<file path="config.mk">
export PLATFORM = sky130hd
export DESIGN_NAME = ball_motion_ctl
export DESIGN_NICKNAME = d
export VERILOG_FILES = /design/src/rtl/ball_motion_ctl.sv
export SDC_FILE = /design/constraint.sdc
export NUM_CORES = 1
export LEC_CHECK = 0
export CAP_MARGIN = 10
export CORE_UTILIZATION = 33
export CTS_BUF_LIST = sky130_fd_sc_hd__clkbuf_16
export DETAILED_ROUTE_END_ITERATION = 10
export PLACE_DENSITY = 0.56
export SYNTH_ARGS = -nofsm -noshare
export SYNTH_HDL_FRONTEND = slang
export SYNTH_SLANG_ARGS = --single-unit
</file>
<file path="constraint.sdc">
create_clock -name pclk -period 16.15 [get_ports pclk]
set_input_delay 2.4225 -clock pclk [delete_from_list [all_inputs] [get_ports pclk]]
set_output_delay 2.4225 -clock pclk [all_outputs]
set_load 0.03 [all_outputs]
</file>
<file path="src/rtl/ball_motion_ctl.sv">
// Ball position controller: steps the ball once per frame, bounces it off walls, paddle and
// detected blocks, and sequences serve / loss / game-over with a life counter.
module ball_motion_ctl #(
    parameter int STEP        = 2,
    parameter int X_MIN       = 10,
    parameter int X_MAX       = 1013,
    parameter int Y_MIN       = 10,
    parameter int PADDLE_Y    = 740,
    parameter int PADDLE_W    = 128,
    parameter int Y_LOST      = 756,
    parameter int X_START     = 512,
    parameter int LIVES       = 3,
    parameter int LOST_FRAMES = 60
) (
    input  logic        pclk,
    input  logic        rst_n,
    input  logic        frame_tick,
    input  logic        launch,
    input  logic [11:0] paddle_x,
    input  logic [15:0] collision_det,
    output logic [11:0] x_pos,
    output logic [11:0] y_pos,
    output logic        ball_active,
    output logic        ball_lost,
    output logic [2:0]  lives,
    output logic        game_over
);

    typedef enum logic [1:0] {IDLE, MOVING, LOST, OVER} state_t;

    localparam int CW = $clog2(LOST_FRAMES);
    localparam logic DIR_UP   = 1'b0;
    localparam logic DIR_DOWN = 1'b1;

    localparam logic signed [12:0] STEP_S     = 13'(STEP);
    localparam logic signed [12:0] X_MIN_S    = 13'(X_MIN);
    localparam logic signed [12:0] X_MAX_S    = 13'(X_MAX);
    localparam logic signed [12:0] Y_MIN_S    = 13'(Y_MIN);
    localparam logic signed [12:0] PADDLE_Y_S = 13'(PADDLE_Y);
    localparam logic signed [12:0] Y_LOST_S   = 13'(Y_LOST);

    state_t          state_q;
    logic [11:0]     x_q, y_q;
    logic            dir_x_q;      // 1 = right
    logic            dir_y_q;
    logic            hit_pend_q;
    logic [2:0]      lives_q;
    logic [CW-1:0]   lost_cnt_q;
    logic            active_q, lost_q, over_q;

    logic               hit_now, dir_y_eff;
    logic signed [12:0] nx, ny;
    logic [11:0]        x_d, y_d, idle_x_d;
    logic               dir_x_d, dir_y_d, to_lost;
    logic [12:0]        idle_sum, paddle_r;

    always_comb begin
        hit_now   = hit_pend_q | (|collision_det);
        dir_y_eff = dir_y_q ^ hit_now;

        // Signed 13-bit step so a move past the left/top edge compares correctly.
        nx = dir_x_q ? $signed({1'b0, x_q}) + STEP_S : $signed({1'b0, x_q}) - STEP_S;
        ny = (dir_y_eff == DIR_DOWN) ? $signed({1'b0, y_q}) + STEP_S
                                     : $signed({1'b0, y_q}) - STEP_S;

        x_d     = nx[11:0];
        dir_x_d = dir_x_q;
        if (nx <= X_MIN_S) begin
            x_d     = 12'(X_MIN);
            dir_x_d = 1'b1;
        end else if (nx >= X_MAX_S) begin
            x_d     = 12'(X_MAX);
            dir_x_d = 1'b0;
        end

        paddle_r = {1'b0, paddle_x} + 13'(PADDLE_W);
        y_d      = ny[11:0];
        dir_y_d  = dir_y_eff;
        to_lost  = 1'b0;
        if (dir_y_eff == DIR_UP && ny <= Y_MIN_S) begin
            y_d     = 12'(Y_MIN);
            dir_y_d = DIR_DOWN;
        end else if (dir_y_eff == DIR_DOWN && ny >= PADDLE_Y_S && y_q < 12'(PADDLE_Y)
                     && paddle_x <= x_d && {1'b0, x_d} <= paddle_r) begin
            y_d     = 12'(PADDLE_Y);
            dir_y_d = DIR_UP;
        end else if (ny >= Y_LOST_S) begin
            y_d     = 12'(Y_LOST);
            to_lost = 1'b1;
        end

        idle_sum = {1'b0, paddle_x} + 13'(PADDLE_W / 2);
        if (idle_sum >= 13'(X_MAX))      idle_x_d = 12'(X_MAX);
        else if (idle_sum <= 13'(X_MIN)) idle_x_d = 12'(X_MIN);
        else                             idle_x_d = idle_sum[11:0];
    end

    // NOTE: all state below is updated with non-blocking assignments so every register
    // samples the pre-edge values computed by the combinational block above.
    always_ff @(posedge pclk or negedge rst_n) begin
        if (!rst_n) begin
            state_q    <= IDLE;
            x_q        <= 12'(X_START);
            y_q        <= 12'(PADDLE_Y);
            dir_x_q    <= 1'b1;
            dir_y_q    <= DIR_UP;
            hit_pend_q <= 1'b0;
            lives_q    <= 3'(LIVES);
            lost_cnt_q <= '0;
            active_q   <= 1'b0;
            lost_q     <= 1'b0;
            over_q     <= 1'b0;
        end else begin
            lost_q <= 1'b0;
            if (frame_tick) begin
                hit_pend_q <= 1'b0;
                case (state_q)
                    IDLE: begin
                        x_q <= idle_x_d;
                        y_q <= 12'(PADDLE_Y);
                        if (launch) begin
                            state_q  <= MOVING;
                            dir_x_q  <= 1'b1;
                            dir_y_q  <= DIR_UP;
                            active_q <= 1'b1;
                        end
                    end
                    MOVING: begin
                        x_q     <= x_d;
                        y_q     <= y_d;
                        dir_x_q <= dir_x_d;
                        dir_y_q <= dir_y_d;
                        if (to_lost) begin
                            state_q    <= LOST;
                            active_q   <= 1'b0;
                            lost_q     <= 1'b1;
                            lost_cnt_q <= '0;
                            if (lives_q != 3'd0) lives_q <= lives_q - 3'd1;
                        end
                    end
                    LOST: begin
                        if (lost_cnt_q == CW'(LOST_FRAMES - 1)) begin
                            if (lives_q == 3'd0) begin
                                state_q <= OVER;
                                over_q  <= 1'b1;
                            end else begin
                                state_q <= IDLE;
                            end
                        end else begin
                            lost_cnt_q <= lost_cnt_q + 1'b1;
                        end
                    end
                    OVER: begin
                        if (launch) begin
                            state_q <= IDLE;
                            lives_q <= 3'(LIVES);
                            over_q  <= 1'b0;
                        end
                    end
                    default: state_q <= IDLE;
                endcase
            end else if (|collision_det) begin
                hit_pend_q <= 1'b1;
            end
        end
    end

    assign x_pos       = x_q;
    assign y_pos       = y_q;
    assign ball_active = active_q;
    assign ball_lost   = lost_q;
    assign lives       = lives_q;
    assign game_over   = over_q;

endmodule

</file>
==> results.md, run 1 <==
* Count leader, synth: ha_1
* Post-layout util at 41.3%
* Clock sinks at 40
* Total CTS buffers at 5
* Seq/Total Area, Yosys at 23.6%
* Hpwl dp at 9.21 mm
* Max clock buf depth at 2
* Clk_skew at 0.00542 ns
* NumNets Final at 667
* Residual DRC count at 0
* Synth Cell Area at 4290 um2
* Primary FF master, synth: dfrtp_1
* Storage cell area at 1010 um2
* Multi-input gate area at 3080 um2
* DRT iter0 DRCs at 200
* Synth top cells by count: 56 x ha_1, 49 x nor2_1, 43 x o21ai_0
* Number of enable flip-flop cells after synthesis at 0
* Status: finished, final reports clean
* Seq pwr share at 15.0%
* Post-synthesis cell count at 518
* Leakage at 2.28 nW
* Yosys Warn Count at 0
* WL/cell at 15.4 um
* Combinational share of power at 75.8%
* Crit path max fanout at 12
* Core box area at 12700 um2
* Worst-skew pair later-pin latency at 0.28 ns
* Syn avg cell area at 8.28 um2
* Synth Register Bits at 40
* Psw at 661 uW
* PwrDens at 240 nW/um2
* Global placement routability congestion at 0.834
* Fin crit share at 43.2%
* Worst-margin pin slew at 1.01 ns
* Global route overflow at 0
* Min Tclk post-route at 6.98 ns
* Crit end category: flip-flop
* CTS tree: built
* Endpoints failing setup at 0
* Worst hold path type: flip-flop to flip-flop
* Max-slew headroom at 32.5%
* Critical path class: input pin to flip-flop
* Synth-to-layout area growth at 21.8%
* Top-area cell type share of the netlist area at 18.1%
* Yosys top cell by area: dfrtp_1
* Overall Power at 1.25 mW
* Fillers at 1298
* Crit path required time at 16.32 ns
* Top post-synthesis cells by area: dfrtp_1 18%, ha_1 16%, dfstp_2 5.5%
* First-pass DRT Iterations at 4
* CP max stage delay at 0.46 ns
* First-pass GRT wire length at 18.7 mm
* Drt total wl at 11.6 mm
* Initial antenna violation count at 0
* Post-CTS sizing at 0
* Post-synth ARST share at 100%
* Unrepaired setup endpoints after global routing: no
* Clock root buffer master: clkbuf_16
* Port Buffers at 60
* Fin. Hold Viols at 0
* H-tree Lvls at 2
* Vias per cell at 5.42
* Slew Viols, Final at 0
* Clock transition at the registers of the reported paths at 0.06 ns
* Synth cell types at 74
* Cell chain of the critical path: clkdlybuf4s50_1 > nor4_1 > nand4_1 > nor4_2 > xnor2_1 > inv_1 > ha_1 > a21oi_1 > a21boi_0 > nor2_1 > a21oi_1 > or3b_1 > xnor2_1 > nand2_2 > and3_4 > a221o_1
* Gr usage total at 17.5%
* Int Power at 594 uW
* Die Y at 116 um
* Detail Route Antenna Nets at 0
* Crit path DAT at 7.15 ns
* Vias in the first global route at 3769
* Via Count at 4066
* Setup TNS at 0 ns
* Switch share at 52.7%
* ANT cells at 0
* Floorplan row count at 41
* CP Launch Type: input pin
* CTS hold repair buffers at 0
* Die area at 13500 um2
* Fraction of layout cells with a size suffix above 1 at 6.92%
* Initial Util at 33.9%
* Post-CTS Setup Inserts at 0
* Die Width at 116 um
* Max Freq at 143 MHz
* Ports at 62
* Max-Cap Viols at 0
* Worst path slowest cell: or3b_1
* Worst vdd ir at 0.0652 mV
* Largest net degree at the start of global routing at 41
* Clk pwr share at 9.2%
cells in the final DEF (no fill, tap or decap), drive strengths merged, types with 9 or more instances in the layout:
master | Yosys | routed
nor4 | 11 | 11
a21oi | 26 | 26
nand4 | 10 | 10
o21ai | 46 | 46
nor3 | 15 | 15
nand3 | 18 | 18
nor2 | 49 | 49
o21a | 12 | 12
dfrtp | 31 | 31
a211oi | 9 | 9
dfstp | 9 | 9
nand2 | 34 | 34
ha | 56 | 56
xor2 | 15 | 15
inv | 34 | 34
xnor2 | 10 | 10
nand2b | 9 | 9
clkdlybuf4s50 | 0 | 59
or3 | 10 | 10
cells by family (layout without fill, tap and decap cells):
kind of cell               Yosys count  count (layout)  synth area share [%]
AOI/OAI and AO/OA                  159             159                  25.9
DFF                                 40              40                  23.6
other                                2               5                 0.175
xor gates and xnor gates            25              25                  5.10
adders and majority gates           58              58                  17.3
and+or+nand+nor                    185             185                  23.0
buffers and inverters               49             106                  4.93
power groups by stage:
stage | sequential [mW] | combinational [mW] | clock (mW)
global placement | 0.189 | 0.934 | 0
finish | 0.188 | 0.951 | 0.116
detailed placement | 0.190 | 0.944 | 0
CTS | 0.188 | 0.950 | 0.117
global route | 0.194 | 1.06 | 0.121
floorplan | 0.227 | 0.656 | 0
registers in the layout, summed over array words and instances, names as in the netlist:
register	flops
dir_y_q	1
hit_pend_q	1
state_q	2
lost_cnt_q	6
game_over	1
lives	3
x_pos	12
dir_x_q	1
ball_active	1
y_pos	11
ball_lost	1
layout make-up:
cell class	count	area share, %
clock inverter	3	0.910
multi-input combinational	432	58.9
sequential	40	19.4
clock buffer	5	2.39
tap	172	4.12
timing repair buffer	63	11.8
inverter	35	2.51
routing by layer:
| layer | wire [um] | share of wire (%) | GRT usage, % | vias to the layer above |
|---|---|---|---|---|
| met1 | 5860 | 51 | 25.7 | 1915 |
| met5 | 0 | 0 | 0 | - |
| met4 | 78 | 0.68 | 2.74 | 0 |
| met3 | 409 | 3.5 | 1.94 | 6 |
| li1 | - | - | - | 2045 |
| met2 | 5200 | 45 | 27.9 | 100 |
critical path: cells and delay by family:
kind	cells	cell delay (ns)
and+or+nand+nor	7	2.10
AOI/OAI and AO/OA	4	0.74
xor gates and xnor gates	2	0.68
adders and majority gates	1	0.44
buffers and inverters	2	0.74
final timing paths:
kind	start	end	slack, ns	depth (start not counted)
max reg2reg	dir_x_q	y_pos[3]	9.89	21
max in group asynchronous	rst_n	x_pos[10]	13.31	1
min in group asynchronous	rst_n	x_pos[3]	2.26	1
min reg2reg	ball_active	ball_active	0.52	2
max	collision_det[1]	y_pos[3]	9.17	16
min	ball_active	ball_active	0.52	2
through the flow:
stage	cell area, um2	setup slack [ns]	hold slack, ns	std cells
CTS	5230	9.20	0.523	750
global route	5230	8.71	0.560	750
detailed placement	5050	8.90	0.510	742
floorplan	4300	9.90	0.496	521
global placement	5050	9.15	0.500	742
finish	5230	9.17	0.517	750
Power figures use the tool's default switching activity.
==> run 2: changes to the inputs <==
- PLACE_DENSITY: 0.56 -> 0.58
- clock period: 16.15 -> 6.1 ns (I/O delays scaled with it)
==> run 2 against run 1 <==
Setup slack worse by 8.7 ns. Clock-buffer cell count unchanged. Utilization up 0.44 points. Critical path type is now flip-flop to flip-flop. Critical endpoint unchanged.
==> results.md, run 2 (synthesized netlist as in run 1, its figures left out) <==
* First-pass DRT Iterations at 5
* Vias per cell at 5.48
* Max-Cap Viols at 0
* Residual DRC count at 0
* Status: finished, final reports clean
* Fin cells at 756
* Clk_skew at 0.00942 ns
* CP Launch Type: flip-flop
* Clock transition at the registers of the reported paths at 0.06 ns
* Max Freq at 177 MHz
* Vias in the first global route at 3907
* Via Count at 4146
* Final hold slack at 0.519 ns
* Gr usage total at 17.9%
* Total CTS buffers at 5
* ANT cells at 0
* Worst Path Buf+Inv at 2
* Cell chain of the critical path: inv_1 > ha_1 > a21o_1 > a21o_1 > a21o_1 > a311oi_2 > o311ai_0 > or4_1 > o21a_1 > o21ai_0 > inv_1 > ha_1 > a21oi_1 > nor2b_1 > a2111oi_1 > nor3_1 > a2111oi_1 > o21ai_1 > or3_4 > and3_4 > a221o_1
* Crit path max fanout at 5
* Crit path DAT at 5.82 ns
* Ports at 62
* Fin crit share at 92.6%
* Post-place instance area at 5100 um2
* NumNets Final at 673
* Global route overflow at 0
* Core box area at 12700 um2
* Initial antenna violation count at 0
* Clock root buffer master: clkbuf_16
* WL/cell at 15.7 um
* Fin. Hold Viols at 0
* Worst hold path type: flip-flop to flip-flop
* DRT iter0 DRCs at 264
* Min Tclk post-route at 5.65 ns
* Crit path required time at 6.27 ns
* Hold depth at 2
* Setup TNS at 0 ns
* PwrDens at 642 nW/um2
* Leakage at 2.31 nW
* Global placement routability congestion at 0.870
* Most common cell after layout, fill and taps aside: clkdlybuf4s50_1
* CTS tree: built
* Crit end category: flip-flop
* Die Width at 116 um
* Port Buffers at 60
* Critical path class: flip-flop to flip-flop
* H-tree Lvls at 2
* Hpwl dp at 9.41 mm
* Die Y at 116 um
* Detail Route Antenna Nets at 0
* Max reg flops at 12
* First-pass GRT wire length at 19.3 mm
* Hold_sp: ball_active
* Largest net degree at the start of global routing at 41
* Critical path launch point: dir_x_q
* Unrepaired setup endpoints after global routing: no
* Fillers at 1291
* Top delay family on crit path: compound AO/OA/AOI/OAI gates
* Drt total wl at 11.9 mm
* Floorplan row count at 41
* Slew Viols, Final at 0
* Initial Util at 33.9%
* Endpoints failing setup at 0
* RR Endpoint: y_pos[3]
* CP max stage delay at 0.55 ns
* Clock sinks at 40
* Worst R2R Start: dir_x_q
* Reg2Reg Depth at 21
* Worst-skew pair later-pin latency at 0.28 ns
* Hold Path Sink: ball_active
* Reg2Reg Setup Slack at 0.45 ns
* Most frequent cells in the layout: 59 x clkdlybuf4s50_1, 56 x ha_1, 49 x nor2_1, 42 x o21ai_0, 34 x inv_1
* Die area at 13500 um2
* Post-route cell area at 5280 um2
* Dpl cells at 748
* Max clock buf depth at 2
* Worst vdd ir at 0.217 mV
* Synth-to-layout area growth at 23.2%
* Max-slew headroom at 36.6%
* Worst-margin pin slew at 0.947 ns
* Worst path slowest cell: dfstp_2
* Overall Power at 3.39 mW
* Fraction of layout cells with a size suffix above 1 at 8.22%
* Most used cell, CP: a21o_1
## run 2: worst min-delay path, cell delays in order, from the launching register on
cell and delay, ns:
dfrtp_1 0.36, a31oi_1 0.05, nor2_1 0.08
## run 2: per-stage QoR
step           setup slack, ns  util (%)
2_1_floorplan            0.816         -
3_3_place_gp             0.528      40.2
3_5_place_dp             0.346      40.2
4_1_cts                  0.330      41.6
5_1_grt                0.00397      41.7
6_report                 0.449      41.7
## run 2: repair_timing
item	4_1_cts	5_1_grt
hold buffers	0	0
setup buffers	0	0
endpoints found under the setup margin	0	19
resized for setup	0	5
## run 2: report_power, final
part	internal [mW]	leakage, nW	switching, mW
Combinational	1.05	1.74	1.54
Sequential	0.378	0.487	0.119
Clock	0.194	0.0804	0.111
Total	1.63	2.31	1.77
## run 2: final cells by class
cell class / count / area (um2) / share of cell area (%)
multi-input cells: 432 / 3090 / 58.5
flip-flops and latches: 40 / 1010 / 19.2
repair buffers: 69 / 663 / 12.6
well taps: 172 / 215 / 4.07
inverters: 35 / 131 / 2.49
clock buffers: 5 / 125 / 2.37
clock inverters: 3 / 46.3 / 0.876
## run 2: worst max path at each step
stage | to | slack [ns] | cells after the start
finish | y_pos[3] | 0.45 | 21
global route | y_pos[3] | 0.004 | 21
CTS | y_pos[3] | 0.33 | 20
detailed placement | y_pos[3] | 0.35 | 21
global placement | y_pos[3] | 0.53 | 21
floorplan | y_pos[3] | 0.82 | 20
## run 2: routing by layer
metal	part of all wire [%]	wire length (um)	GRT usage [%]
met2	45	5320	28.9
met5	0	0	0
met1	50	5950	26.0
met3	4.2	501	1.99
met4	0.87	103	2.91
==> run 3: changes to the inputs <==
- CAP_MARGIN: 10 -> 20
- DONT_BUFFER_PORTS: unset -> 1
- PLACE_DENSITY: 0.58 -> 0.51
==> run 3 against run 2 <==
Critical path depth is 1 lower. Final cell count decreased by 8.1%. Clock skew down 0.0022 ns. Sequential share of layout area increased by 2.5 points. Critical path type unchanged. Maximum frequency shrank 0.17%. Design area is 11% lower. Routed wire length shrank 2.0%. Utilization fell by 4.8 points. Clock-buffer cell count is the same. First-iteration DRC count decreased by 31%. Sequential cell count did not move. Highest routed layer unchanged. Largest cell class unchanged.
==> results.md, run 3 (synthesized netlist as in run 1, its figures left out) <==
* Clock root buffer master: clkbuf_16
* Initial antenna violation count at 0
* Final hold slack at 0.318 ns
* Slew Viols, Final at 0
* Gr usage total at 18.1%
* Residual DRC count at 0
* Die Y at 116 um
* Multi-input gate area at 3090 um2
* Global route overflow at 0
* Die Width at 116 um
* Fillers at 1349
* Endpoints failing setup at 0
* Crit path max fanout at 5
* First-pass GRT wire length at 19.3 mm
* Vias per cell at 5.52
* Largest net degree at the start of global routing at 41
* Status: finished, final reports clean
* Fin crit share at 92.8%
* Storage cell area at 1010 um2
* DRT iter0 DRCs at 181
* H-tree Lvls at 2
* Post-route cell area at 4680 um2
* WL/cell at 16.7 um
* Drt total wl at 11.6 mm
* Crit path DAT at 5.84 ns
* Most frequent cells in the layout: 56 x ha_1, 49 x nor2_1, 43 x o21ai_0, 34 x inv_1, 33 x nand2_1
* RR Endpoint: y_pos[3]
* Clock transition at the registers of the reported paths at 0.07 ns
* CTS tree: built
* Max-Cap Viols at 0
* CP Launch Type: flip-flop
* Max clock buf depth at 2
* Initial Util at 33.9%
* Port Buffers at 0
* Worst Path Buf+Inv at 2
* Most common cell after layout, fill and taps aside: ha_1
* Crit path required time at 6.28 ns
* Worst path slowest cell: dfstp_2
* Worst-skew pair later-pin latency at 0.29 ns
* Most used cell, CP: a21o_1
* Fraction of layout cells with a size suffix above 1 at 8.60%
* Ports at 62
* Post-place instance area at 4500 um2
* Total CTS buffers at 5
* Via Count at 3835
* Clk_skew at 0.00727 ns
* Floorplan row count at 41
* Global placement routability congestion at 0.845
* Worst-margin pin slew at 0.920 ns
* Worst R2R Start: dir_x_q
* Reg2Reg Setup Slack at 0.44 ns
* Hpwl dp at 9.26 mm
* Top delay family on crit path: compound AO/OA/AOI/OAI gates
* Synth-to-layout area growth at 9.01%
* Post-CTS Setup Inserts at 0
* First-pass DRT Iterations at 4
* Worst hold path type: input pin to async pin
* Dpl cells at 687
* Clock sinks at 40
* Max reg flops at 12
* Crit end category: flip-flop
* CP max stage delay at 0.55 ns
* Die area at 13500 um2
* Critical path class: flip-flop to flip-flop
* Max-slew headroom at 38.2%
* NumNets Final at 612
* Reg2Reg Depth at 20
* Core box area at 12700 um2
* Vias in the first global route at 3832
* Fin. Hold Viols at 0
* Detail Route Antenna Nets at 0
* ANT cells at 0
* Max Freq at 177 MHz
* Cell chain of the critical path: inv_1 > ha_1 > a21o_1 > a21o_1 > a21o_1 > a311oi_2 > o311ai_0 > or4_1 > o21a_1 > o21ai_0 > inv_1 > ha_1 > and3_1 > a2111oi_1 > nor3_1 > a2111oi_0 > o21ai_0 > or3_4 > and3_4 > a221o_1
* Min Tclk post-route at 5.66 ns
* Fin cells at 695
[run 3: per-layer routing]
layer,vias to the layer above,wire length (um),GRT usage (%),share of wire [%]
met3,12,566,3.14,4.9
met5,-,0,0,0
met4,0,128,4.19,1.1
met1,1812,5910,25.7,51
met2,78,5030,28.6,43
li1,1933,-,-,-
[run 3: final cells by class]
cell class / instances / share of cell area, %
Clock buffer: 5 / 2.68
Clock inverter: 3 / 1.02
Inverter: 35 / 2.81
Multi-Input combinational cell: 432 / 66.0
Sequential cell: 40 / 21.6
Tap cell: 172 / 4.60
Timing Repair Buffer: 8 / 1.28
[run 3: metrics by stage]
stage / util [%] / TNS [ns] / worst slack, ns
2_1_floorplan: - / 0 / 0.816
3_3_place_gp: 35.5 / 0 / 0.520
3_5_place_dp: 35.5 / 0 / 0.377
4_1_cts: 36.9 / 0 / 0.343
5_1_grt: 36.9 / -0.0000226 / -0.0000226
6_report: 36.9 / 0 / 0.440
[run 3: repair_timing]
action | CTS | global route
hold buffers | 0 | 0
endpoints found under the setup margin | 0 | 6
resized for setup | 0 | 2
[run 3: worst max-delay path by stage]
| stage | start | end | slack (ns) | depth (start not counted) |
|---|---|---|---|---|
| global route | dir_x_q | y_pos[3] | -0.00002 | 21 |
| detailed placement | dir_x_q | y_pos[3] | 0.38 | 20 |
| global placement | dir_x_q | y_pos[3] | 0.52 | 20 |
| CTS | dir_x_q | y_pos[3] | 0.34 | 21 |
| finish | dir_x_q | y_pos[3] | 0.44 | 20 |
| floorplan | dir_x_q | y_pos[3] | 0.82 | 20 |
Power of run 3 is not shown: default switching activity piles up to over one toggle a cycle in this logic, so the estimate is an artifact.
